===== config.mk =====
export PLATFORM = sky130hd
export DESIGN_NAME = flow_ctrl
export DESIGN_NICKNAME = d
export VERILOG_FILES = /design/src/rtl/flow_ctrl_pkg.sv /design/src/rtl/flow_ctrl_cond_eval.sv /design/src/rtl/flow_ctrl.sv
export SDC_FILE = /design/constraint.sdc
export NUM_CORES = 1
export LEC_CHECK = 0
export CAP_MARGIN = 5
export CORE_MARGIN = 2
export CORE_UTILIZATION = 40
export DETAILED_ROUTE_END_ITERATION = 6
export PLACE_DENSITY = 0.75
export REMOVE_ABC_BUFFERS = 1
export SLEW_MARGIN = 20
export SYNTH_ARGS = -nofsm -noshare
export SYNTH_HDL_FRONTEND = slang
export SYNTH_SLANG_ARGS = --single-unit

===== constraint.sdc =====
create_clock -name Clk -period 1.5 [get_ports Clk]
set_input_delay 0.15 -clock Clk [delete_from_list [all_inputs] [get_ports Clk]]
set_output_delay 0.15 -clock Clk [all_outputs]
set_load 0.02 [all_outputs]

===== src/rtl/flow_ctrl_pkg.sv =====
// Shared definitions for the flow-control unit: opcodes, condition selects,
// FSM states and the ALU flag bundle.
package flow_ctrl_pkg;

    // Opcode field values (Instruction[2:0]); all other values are no-ops here
    localparam logic [2:0] kRSH  = 3'd1;
    localparam logic [2:0] kJMP  = 3'd2;
    localparam logic [2:0] kBR   = 3'd3;
    localparam logic [2:0] kLOOP = 3'd4;
    localparam logic [2:0] kLDC  = 3'd5;

    // Condition select field (Instruction[5:3])
    typedef enum logic [2:0] {
        COND_ALWAYS = 3'd0,
        COND_Z      = 3'd1,
        COND_NZ     = 3'd2,
        COND_EVEN   = 3'd3,
        COND_NEVEN  = 3'd4,
        COND_EQ     = 3'd5,
        COND_NEQ    = 3'd6,
        COND_NEVER  = 3'd7
    } cond_sel_e;

    typedef enum logic {
        IDLE  = 1'b0,
        FLUSH = 1'b1
    } state_e;

    typedef struct packed {
        logic z;
        logic e;
        logic q;
    } flags_t;

endpackage


===== src/rtl/flow_ctrl_cond_eval.sv =====
// Combinational condition evaluator: maps a condition select and a flag set
// to a single taken bit.
module cond_eval
    import flow_ctrl_pkg::*;
(
    input  cond_sel_e sel,
    input  flags_t    flags,
    output logic      taken
);

    // Decode the condition select against the supplied flags
    always_comb begin
        taken = 1'b0;
        case (sel)
            COND_ALWAYS: taken = 1'b1;
            COND_Z:      taken = flags.z;
            COND_NZ:     taken = ~flags.z;
            COND_EVEN:   taken = flags.e;
            COND_NEVEN:  taken = ~flags.e;
            COND_EQ:     taken = flags.q;
            COND_NEQ:    taken = ~flags.q;
            COND_NEVER:  taken = 1'b0;
            default:     taken = 1'b0;
        endcase
    end

endmodule


===== src/rtl/flow_ctrl.sv =====
// Flow-control unit: decodes jump/branch/loop instructions, holds the ALU
// flag register and loop counter, and produces a flush window after every
// taken transfer during which new instructions are ignored.
module flow_ctrl
    import flow_ctrl_pkg::*;
#(
    parameter int IW           = 9,
    parameter int DW           = 8,
    parameter int FLUSH_CYCLES = 1,
    parameter int LEGACY       = 1
) (
    input  logic          Clk,
    input  logic          Reset,
    input  logic [IW-1:0] Instruction,
    input  logic          instr_valid,
    input  logic          flag_we,
    input  logic          ZERO,
    input  logic          BEVEN,
    input  logic          EQ,
    input  logic [DW-1:0] alu_result,
    output logic          jump_en,
    output logic          branch_en,
    output logic          flush,
    output logic          busy,
    output logic [DW-1:0] loop_cnt
);

    localparam logic [2:0]    FLUSH_LAST = 3'(FLUSH_CYCLES);
    localparam logic [DW-1:0] CNT_ONE    = {{(DW-1){1'b0}}, 1'b1};

    state_e        state_q, state_d;
    flags_t        flags_q, flags_d;
    flags_t        flags_fwd;
    logic [DW-1:0] loop_cnt_q, loop_cnt_d;
    logic [2:0]    fcnt_q, fcnt_d;
    logic          jump_en_q, jump_en_d;
    logic          branch_en_q, branch_en_d;
    logic          flush_q, flush_d;
    logic          busy_q, busy_d;
    logic [2:0]    opcode;
    logic          cond_taken;

    assign opcode = Instruction[2:0];

    // Flags written this cycle are seen by the instruction in the same cycle
    assign flags_fwd = flag_we ? flags_t'{z: ZERO, e: BEVEN, q: EQ} : flags_q;

    cond_eval u_cond_eval (
        .sel   (cond_sel_e'(Instruction[5:3])),
        .flags (flags_fwd),
        .taken (cond_taken)
    );

    // Next-state decode: instruction acceptance in IDLE, flush-window counting in FLUSH
    always_comb begin
        state_d     = state_q;
        flags_d     = flags_fwd;
        loop_cnt_d  = loop_cnt_q;
        fcnt_d      = fcnt_q;
        jump_en_d   = 1'b0;
        branch_en_d = 1'b0;
        case (state_q)
            IDLE: begin
                if (instr_valid) begin
                    case (opcode)
                        kJMP: jump_en_d = 1'b1;
                        kBR:  branch_en_d = cond_taken;
                        kLOOP: begin
                            // A zero counter is terminal: never wrap around
                            if (loop_cnt_q != '0) begin
                                loop_cnt_d  = loop_cnt_q - CNT_ONE;
                                branch_en_d = 1'b1;
                            end
                        end
                        kLDC: loop_cnt_d = alu_result;
                        kRSH: jump_en_d = (LEGACY != 0) && flags_fwd.z;
                        default: ;
                    endcase
                end
                if (jump_en_d || branch_en_d) begin
                    state_d = FLUSH;
                    fcnt_d  = 3'd1;
                end
            end
            FLUSH: begin
                if (fcnt_q == FLUSH_LAST) begin
                    state_d = IDLE;
                    fcnt_d  = 3'd0;
                end else begin
                    fcnt_d = fcnt_q + 3'd1;
                end
            end
            default: begin
                state_d = IDLE;
                fcnt_d  = 3'd0;
            end
        endcase
        flush_d = (state_d == FLUSH);
        busy_d  = (state_d == FLUSH);
    end

    // State, flag, counter and registered-output update with asynchronous clear
    always_ff @(posedge Clk or posedge Reset) begin
        if (Reset) begin
            state_q     <= IDLE;
            flags_q     <= '0;
            loop_cnt_q  <= '0;
            fcnt_q      <= 3'd0;
            jump_en_q   <= 1'b0;
            branch_en_q <= 1'b0;
            flush_q     <= 1'b0;
            busy_q      <= 1'b0;
        end else begin
            state_q     <= state_d;
            flags_q     <= flags_d;
            loop_cnt_q  <= loop_cnt_d;
            fcnt_q      <= fcnt_d;
            jump_en_q   <= jump_en_d;
            branch_en_q <= branch_en_d;
            flush_q     <= flush_d;
            busy_q      <= busy_d;
        end
    end

    assign jump_en   = jump_en_q;
    assign branch_en = branch_en_q;
    assign flush     = flush_q;
    assign busy      = busy_q;
    assign loop_cnt  = loop_cnt_q;

endmodule


; ---- Yosys cells after proc, flatten, opt, wreduce, memory -nomap -nowiden
; Index checks and enable logic that the tools add are counted.
[classes]
eq_ne = 15
bitwise_logic = 4
n_reduce_logical = 5
mux = 19
addsub = 2
[op_table]
columns = cell, n
row1 = $eq A3 B3 Y1 const B, 6
row2 = $pmux W8 S2, 1
row3 = $eq A3 B2 Y1 const B, 4
row4 = $eq A3 B1 Y1 const B, 3
row5 = $mux W1, 9
row6 = $mux W3, 3
row7 = $mux W8, 1
row8 = $pmux W1 S8, 1
row9 = $reduce_bool A8 Y1, 1
row10 = $sub A8 B1 Y8 const B, 1
row11 = $pmux W1 S2, 3
row12 = $pmux W3 S2, 1
row13 = $ne A2 B2 Y1 const B, 2
row14 = $not A1 Y1, 4
row15 = $reduce_and A4 Y1, 1
row16 = $add A3 B1 Y3 const B, 1
row17 = $logic_not A3 Y1, 1
row18 = $reduce_bool A2 Y1, 1
row19 = $logic_or A1 B1 Y1, 1
[word_totals]
word_cells = 53
output_inout_bits = 12
ff_bits = 17
inputBits = 24

; ---- Logic depth before layout (Yosys ltp)
; Gate-level depths: netlist of run 1.
[depth]
ltp_word = 9
depth_mapped = 7
mapped_depth_nobuf = 6

; ---- Modules after synthesis
; A second synthesis of run 1 with hierarchy kept.
[unflattened]
cells_unflattened = 116
hier_area_um2 = 1028.5
[by_module_without_submodules]
columns = mod, instances, seq_area_each_um2, cells_each, area_per_inst_um2
row1 = flow_ctrl, 1, 425.4, 107, 975.9
row2 = cond_eval, 1, 0.0, 9, 52.6

; ---- Worst setup path before layout of run 1
; OpenSTA, ideal clock, no wires.
[synth_timing]
path_kind = register -> register
startpoint = reg loop_cnt_q[4], in the netlist loop_cnt[4]
endpoint = reg loop_cnt_q[4], in the netlist loop_cnt[4]
setup_slack_ps = -197
path_buffers = 1
t_required_ps = 1417
stages_incl_launch_ff = 7
period_less_slack_ps = 1697
t_arrival_ps = 1614
setup_ps = 83
path_cell_list = dfrtp_1 -> nor4_1 -> nand3_1 -> o211ai_1 -> buf_4 -> o21ai_0 -> o21ai_0
[synth_between]
elab_chain_len = 3
elab_cells_between_ends = 6
classes_between = add/sub: 1 / eq/ne: 1 / mux: 2 / reduce/logical: 2
[synth_rtl]
columns = element, line
row1 = "start, declared", flow_ctrl.sv:34  ; logic [DW-1:0] loop_cnt_q, loop_cnt_d;
row2 = "start signal, assigned", flow_ctrl.sv:116  ; loop_cnt_q <= loop_cnt_d;
row3 = $sub A8 B1 Y8 / $reduce_bool A8 Y1 (equally long branches), "flow_ctrl.sv:71, flow_ctrl.sv:70"
row4 = $mux W8 / $ne A2 B2 Y1 (equally long branches), --
row5 = $pmux W8 S2 / $reduce_and A4 Y1 (equally long branches), --
; Several ways; a longest one is shown, not always the timed one. The select of a mux whose other input is x is not followed.
; A chain may end at the register's enable or synchronous reset.

==> run_results.csv, run 1 <==
group,metric,value,unit
run_status,outcome,"finished with violations",
run_status,violations,"setup timing",
sta,setup_viol,13,
setup_path,r2r_start,"flags_q[0]",
clocking,cts-root-buf,"clkbuf_4",
sta,hold_viol_final,0,
routing,routed_wl,2973,um
clocking,clkLatencyLatePin,0.28,ns
clocking,clkTransAtPathRegs,0.10,ns
final_layout,layout.nets,200,
job,cap_viol_max_count,0,
routing,drc,0,
setup_path,worst-endpoint-required,1.67,ns
yosys,synth_cells,115,
routing,drtIter0Drc,14,
placement,dp_hpwl,2131,um
placement,port_buffers,32,
yosys,synth-edff-count,0,
routing,topRoutingLayerUsed,"met4",
routing,drt-met1-wl,1235,um
routing,firstDrtPassIters,5,
yosys,synthAdderAreaFrac,2.415,%
routing,wl_met2,1556,um
yosys,ys_async_sr_fraction,100.0,%
floorplanning,die_h,54.89,um
sta,relSlewSlack,71.60,%
setup_path,cp_slowest_cell,"dfrtp_1",
global_routing,antenna_found_initial,0,
floorplanning,die_w,54.89,um
sta,rsz0062_at_grt,"true",
global_routing,grt_max_degree,22,
final_layout,final_core_util,68.04,%
sta,finalCriticalPeriod,1.744,ns
final_layout,layout.cells.most_common,"buf_4",
placement,dpl_worst_slack,-0.5828,ns
final_layout,final_cell_mix,"buf_4 (26), clkdlybuf4s50_1 (22), dfrtp_1 (17)",
routing,drt-wirelength-per-cell,14.65,um
yosys,ys_seq_area_share,41.06,%
yosys,synthSimpleGateAreaFrac,22.46,%
global_routing,grt_pass1_wl,4685,um
clocking,numCtsBuffers,3,
sta,slew_violations,0,
setup_path,regToRegSetupSlack,-0.24,ns
setup_path,crit_path_start,"flags_q[0]",
clocking,clock-sinks,17,
clocking,cts_tree,"done",
routing,avgViaCountPerCell,5.443,
global_routing,globalRouteTotalUtil,21.78,%
setup_path,end_kind,"register",
floorplanning,placeableCoreArea,2455,um2
sta,post-route-period-util,116.3,%
yosys,avgSynthCellArea,9.009,um2
final_layout,nFillCells,199,
power_and_ir_drop,power.leakage,0.0007506,uW
routing,vias,1105,
placement,gp_congestion,0.7602,
global_routing,overflow,0,
final_layout,antenna_cells,0,
min_path,hp-class,"in -> async",
setup_path,arrival,1.92,ns
setup_path,criticalPathCategory,"reg -> reg",
floorplanning,start_util,42.20,%
setup_path,cpPeakStageDelay,0.39,ns
sta,fmax,573.3,MHz
yosys,synth_ff_type,"dfrtp_1",
final_layout,layout-drive-gt1-share,28.32,%
yosys,synth_top_family_by_area,"compound AO/OA/AOI/OAI gates",
yosys,ys_warn_count,0,
routing,ant_nets,0,
setup_path,start_kind,"register",
sta,worst_pin_slew,0.4227,ns
setup_path,crit_chain,"mux2_4, a32o_2, o31ai_4, nand3_2, o41a_1",
floorplanning,io-pin-count,36,
routing,wl_met3,167,um
sta,finalClockSkew,0.0007095,ns
clocking,hold_buffers,0,
yosys,synth.area.mux_share,4.952,%
floorplanning,rows,18,
clocking,cts_buffer_depth,2,
yosys,ys_types,37,
clocking,htreeDepth,1,
yosys,synth-compound-area-share,24.64,%
sta,setup_slack,-0.2443,ns
power_and_ir_drop,pwr_density_cell,1564,nW/um2
power_and_ir_drop,ir_drop,1.196,mV
yosys,synth_xor_area_share,0,%
yosys,ys_ff_latch,17,
global_routing,first_global_vias,1160,
floorplanning,die_area,3013,um2
final_layout,synthToLayoutAreaGrowth,61.23,%
yosys,netlist_area,1036,um2
setup_path,critPathMaxFanout,5,
where the power goes:
part / total [uW] / internal, uW / switching (uW) / leakage (uW)
Clock: 245 / 103 / 142 / 0.0000150
Combinational: 1590 / 786 / 801 / 0.000525
Sequential: 780 / 625 / 155 / 0.000210
cell usage after synthesis (all sizes together) (4+ instances only):
cell   instances  area share, %
a22oi          4            2.9
nor3           8            3.9
dfrtp         17             41
nor2          13            4.7
nand2          4            1.4
o21ai         12            5.8
and2           4            2.5
a21oi          9            4.3
inv            5            1.8
flip-flops by register name, indices dropped and copies added, names as in the netlist:
| name | cells |
|---|---|
| branch_en | 1 |
| busy | 1 |
| flags_q | 3 |
| jump_en | 1 |
| fcnt_q | 3 |
| loop_cnt | 8 |
worst max-delay path, delay by kind of cell (launching register included):
family / cells / cell delay (ns)
AO/OA/AOI/OAI: 3 / 0.82
flip-flops: 1 / 0.39
multiplexers: 1 / 0.28
AND/OR/NAND/NOR: 1 / 0.16
routing by layer:
metal  GRT usage, %  vias up
met5              0        -
met4          8.130        0
met3          3.763        2
met2          42.86       39
met1          22.60      521
li1               -      543
final timing paths:
kind                       depth (start not counted)     endpoint
setup / recovery                                   5    fcnt_q[0]
hold / removal                                     3  loop_cnt[6]
setup reg to reg                                   5    fcnt_q[0]
hold reg to reg                                    2    fcnt_q[1]
max in group asynchronous                          3   flags_q[1]
min in group Clk                                   3  loop_cnt[0]
stage by stage:
stage,hold WS (ns),total power (uW),TNS (ns),cells,instance area [um2]
2_1_floorplan,0.07607,1462,-3.021,110,1008
3_3_place_gp,0.4787,2148,-3.974,194,1544
3_5_place_dp,0.4902,2209,-4.653,194,1544
4_1_cts,0.1725,2525,-1.679,202,1620
5_1_grt,0.2278,2818,-3.012,203,1670
6_report,0.1714,2612,-1.950,203,1670
layout make-up:
class | instances | area, um2 | share of cell area [%]
Clock buffer | 4 | 26.28 | 1.573
Multi-Input combinational cell | 88 | 635.6 | 38.05
Timing Repair Buffer | 59 | 526.8 | 31.54
Inverter | 5 | 18.77 | 1.124
Tap cell | 30 | 37.54 | 2.247
Sequential cell | 17 | 425.4 | 25.47
what timing repair did:
item / CTS / global route
resized for setup: 27 / 10
hold endpoints to repair: 0 / 0
setup endpoints to repair: 21 / 14
cloned: 1 / 0
setup buffers: 3 / 1
pin swaps: 10 / 2
logic make-up after synthesis:
kind of cell / Yosys count
simple gates: 44
buf+inv: 10
mux: 4
compound gates: 38
fa+ha+maj: 2
flops: 17
No activity file was read; power rests on OpenSTA's default activity.
==> run 2, diff against run 1 <==
--- a/config.mk
+++ b/config.mk
@@ -11,7 +11,6 @@
 export DETAILED_ROUTE_END_ITERATION = 6
 export PLACE_DENSITY = 0.75
 export REMOVE_ABC_BUFFERS = 1
-export SLEW_MARGIN = 20
 export SYNTH_ARGS = -nofsm -noshare
 export SYNTH_HDL_FRONTEND = slang
 export SYNTH_SLANG_ARGS = --single-unit
==> results of run 2 <==
Same layout as run 1: the final DEF is identical, and so are final timing and power.
==> run 3, diff against run 2 <==
--- a/config.mk
+++ b/config.mk
@@ -6,8 +6,10 @@
 export NUM_CORES = 1
 export LEC_CHECK = 0
 export CAP_MARGIN = 5
+export CELL_PAD_IN_SITES_DETAIL_PLACEMENT = 1
+export CELL_PAD_IN_SITES_GLOBAL_PLACEMENT = 2
 export CORE_MARGIN = 2
-export CORE_UTILIZATION = 40
+export CORE_UTILIZATION = 23
 export DETAILED_ROUTE_END_ITERATION = 6
 export PLACE_DENSITY = 0.75
 export REMOVE_ABC_BUFFERS = 1
==> run 3 against run 2 <==
  * The run still ends with setup timing left
  * Clock skew hardly changed
  * Die area increased by 68%
  * Cell count rose by 13%
  * Total power rose by 7.3%
  * Critical path depth stayed put
  * Setup slack better by 0.060 ns
  * Count of clock-buffer cells in the layout fell by 1
==> run_results.csv, run 3 (synthesized netlist as in run 1, its figures left out) <==
group,metric,value,unit
run_status,outcome,"finished with violations",
run_status,violations,"setup timing",
sta,worst_pin_slew,0.3906,ns
clocking,numCtsBuffers,3,
setup_path,arrival,1.82,ns
global_routing,overflow,0,
final_layout,layout.cells.most_common,"buf_4",
setup_path,worst-endpoint-required,1.64,ns
routing,ant_nets,0,
power_and_ir_drop,p_seq_share,27.2,%
setup_path,cpPeakStageDelay,0.36,ns
routing,avgViaCountPerCell,4.882,
setup_path,end_kind,"register",
sta,finalClockSkew,0.0009387,ns
routing,firstDrtPassIters,4,
global_routing,antenna_found_initial,0,
final_layout,multiInputGateArea,634.4,um2
power_and_ir_drop,power.leakage,0.0007682,uW
clocking,cts_tree,"done",
routing,routed_wl,3322,um
power_and_ir_drop,pwr_density_cell,1598,nW/um2
floorplanning,die_w,71.12,um
floorplanning,die_area,5057,um2
routing,drc,0,
placement,dpl-instance-area,1602,um2
sta,relSlewSlack,73.96,%
power_and_ir_drop,ir_drop,0.5522,mV
setup_path,critPathMaxFanout,5,
sta,slew_violations,0,
sta,fmax,593.8,MHz
floorplanning,placeableCoreArea,4354,um2
routing,drtIter0Drc,30,
final_layout,antenna_cells,0,
final_layout,largest_reg_flops,8,
routing,vias,1118,
clocking,cts_buffer_depth,2,
global_routing,grt_max_degree,22,
min_path,hp-class,"in -> async",
sta,setup_viol,13,
sta,hold_ws,0.2121,ns
placement,dpl_worst_slack,-0.6073,ns
floorplanning,rows,24,
final_layout,design_area,1754,um2
final_layout,layout.nets,204,
final_layout,final_cell_mix,"buf_4 (29), clkdlybuf4s50_1 (22), dfrtp_1 (17)",
sta,hold_viol_final,0,
floorplanning,die_h,71.12,um
clocking,cts-root-buf,"clkbuf_8",
global_routing,globalRouteTotalUtil,14.01,%
final_layout,final_core_util,40.29,%
setup_path,crit_chain,"mux2_4, a32o_1, o31ai_2, nand3_2, o41a_1",
placement,gp_congestion,0.7381,
setup_path,criticalPathCategory,"reg -> reg",
power_and_ir_drop,power_switching,1151,uW
power_and_ir_drop,comb_power_share,60.4,%
placement,dp_hpwl,2479,um
final_layout,stdcell_count,229,
sta,post-route-period-util,112.3,%
power_and_ir_drop,pwr-share-clk,12.4,%
clocking,htreeDepth,1,
clocking,clock-sinks,17,
clocking,clkLatencyLatePin,0.25,ns
power_and_ir_drop,p_int,1652,uW
sta,setup_slack,-0.1840,ns
job,cap_viol_max_count,0,
clocking,clkTransAtPathRegs,0.07,ns
power_and_ir_drop,p_sw_share,41.06,%
floorplanning,start_util,23.79,%
final_layout,seq_area,425.4,um2
global_routing,grt_pass1_wl,5630,um
placement,port_buffers,32,
final_layout,synthToLayoutAreaGrowth,69.32,%
final_layout,nFillCells,514,
setup_path,cp_slowest_cell,"dfrtp_1",
sta,finalCriticalPeriod,1.684,ns
sta,rsz0062_at_grt,"true",
setup_path,start_kind,"register",
global_routing,first_global_vias,1202,
final_layout,layout-drive-gt1-share,31.64,%
floorplanning,io-pin-count,36,
routing,drt-wirelength-per-cell,14.51,um
placement,place_inst,220,
[run 3: worst max-delay path: cells and delay by family (launching register included)]
family / cells / cell delay (ns)
compound gates: 3 / 0.79
flops: 1 / 0.36
mux: 1 / 0.27
simple gates: 1 / 0.15
[run 3: metrics by stage]
stage	power [uW]	TNS, ns
6_report	2803	-1.383
5_1_grt	3022	-2.802
4_1_cts	2739	-1.966
3_5_place_dp	2303	-5.133
3_3_place_gp	2241	-4.192
2_1_floorplan	1462	-3.021
[run 3: worst paths after layout]
path | startpoint | end | slack (ns) | cells after the start
min | Reset | fcnt_q[1] | 0.21 | 3
min in group Clk | alu_result[0] | loop_cnt[0] | 0.51 | 3
max | flags_q[0] | fcnt_q[0] | -0.18 | 5
min reg2reg | fcnt_q[2] | fcnt_q[1] | 0.55 | 2
max reg2reg | flags_q[0] | fcnt_q[0] | -0.18 | 5
max in group asynchronous | Reset | loop_cnt[2] | 1.09 | 3
[run 3: power groups by stage]
stage                     logic, uW  clock network (uW)  registers (uW)
after floorplan                 492                   0             971
after global placement         1490                   0             747
final                          1690                 348             762
after detailed placement       1550                   0             756
after CTS                      1620                 358             763
after global routing           1850                 378             791
[run 3: timing repair]
item,in CTS,in global routing
endpoints found under the setup margin,20,15
hold buffers,0,0
resized for setup,28,11
gates cloned,1,0
pin swaps,8,6
buffers inserted,2,3
[run 3: layout make-up]
| cell class | count | share of cell area [%] |
|---|---|---|
| multi-input cells | 88 | 36.16 |
| repair buffers | 63 | 32.17 |
| flip-flops and latches | 17 | 24.25 |
| well taps | 52 | 3.709 |
| clock buffers | 3 | 2.354 |
| inverters | 5 | 1.070 |
| clock inverters | 1 | 0.2853 |
[run 3: layer usage]
| layer | vias up | share of wire (%) | GRT usage, % |
|---|---|---|---|
| li1 | 548 | - | - |
| met5 | - | 0 | 0 |
| met1 | 547 | 42 | 16.92 |
| met3 | 2 | 4.0 | 3.134 |
| met2 | 21 | 54 | 25.34 |
| met4 | 0 | 0.30 | 3.145 |
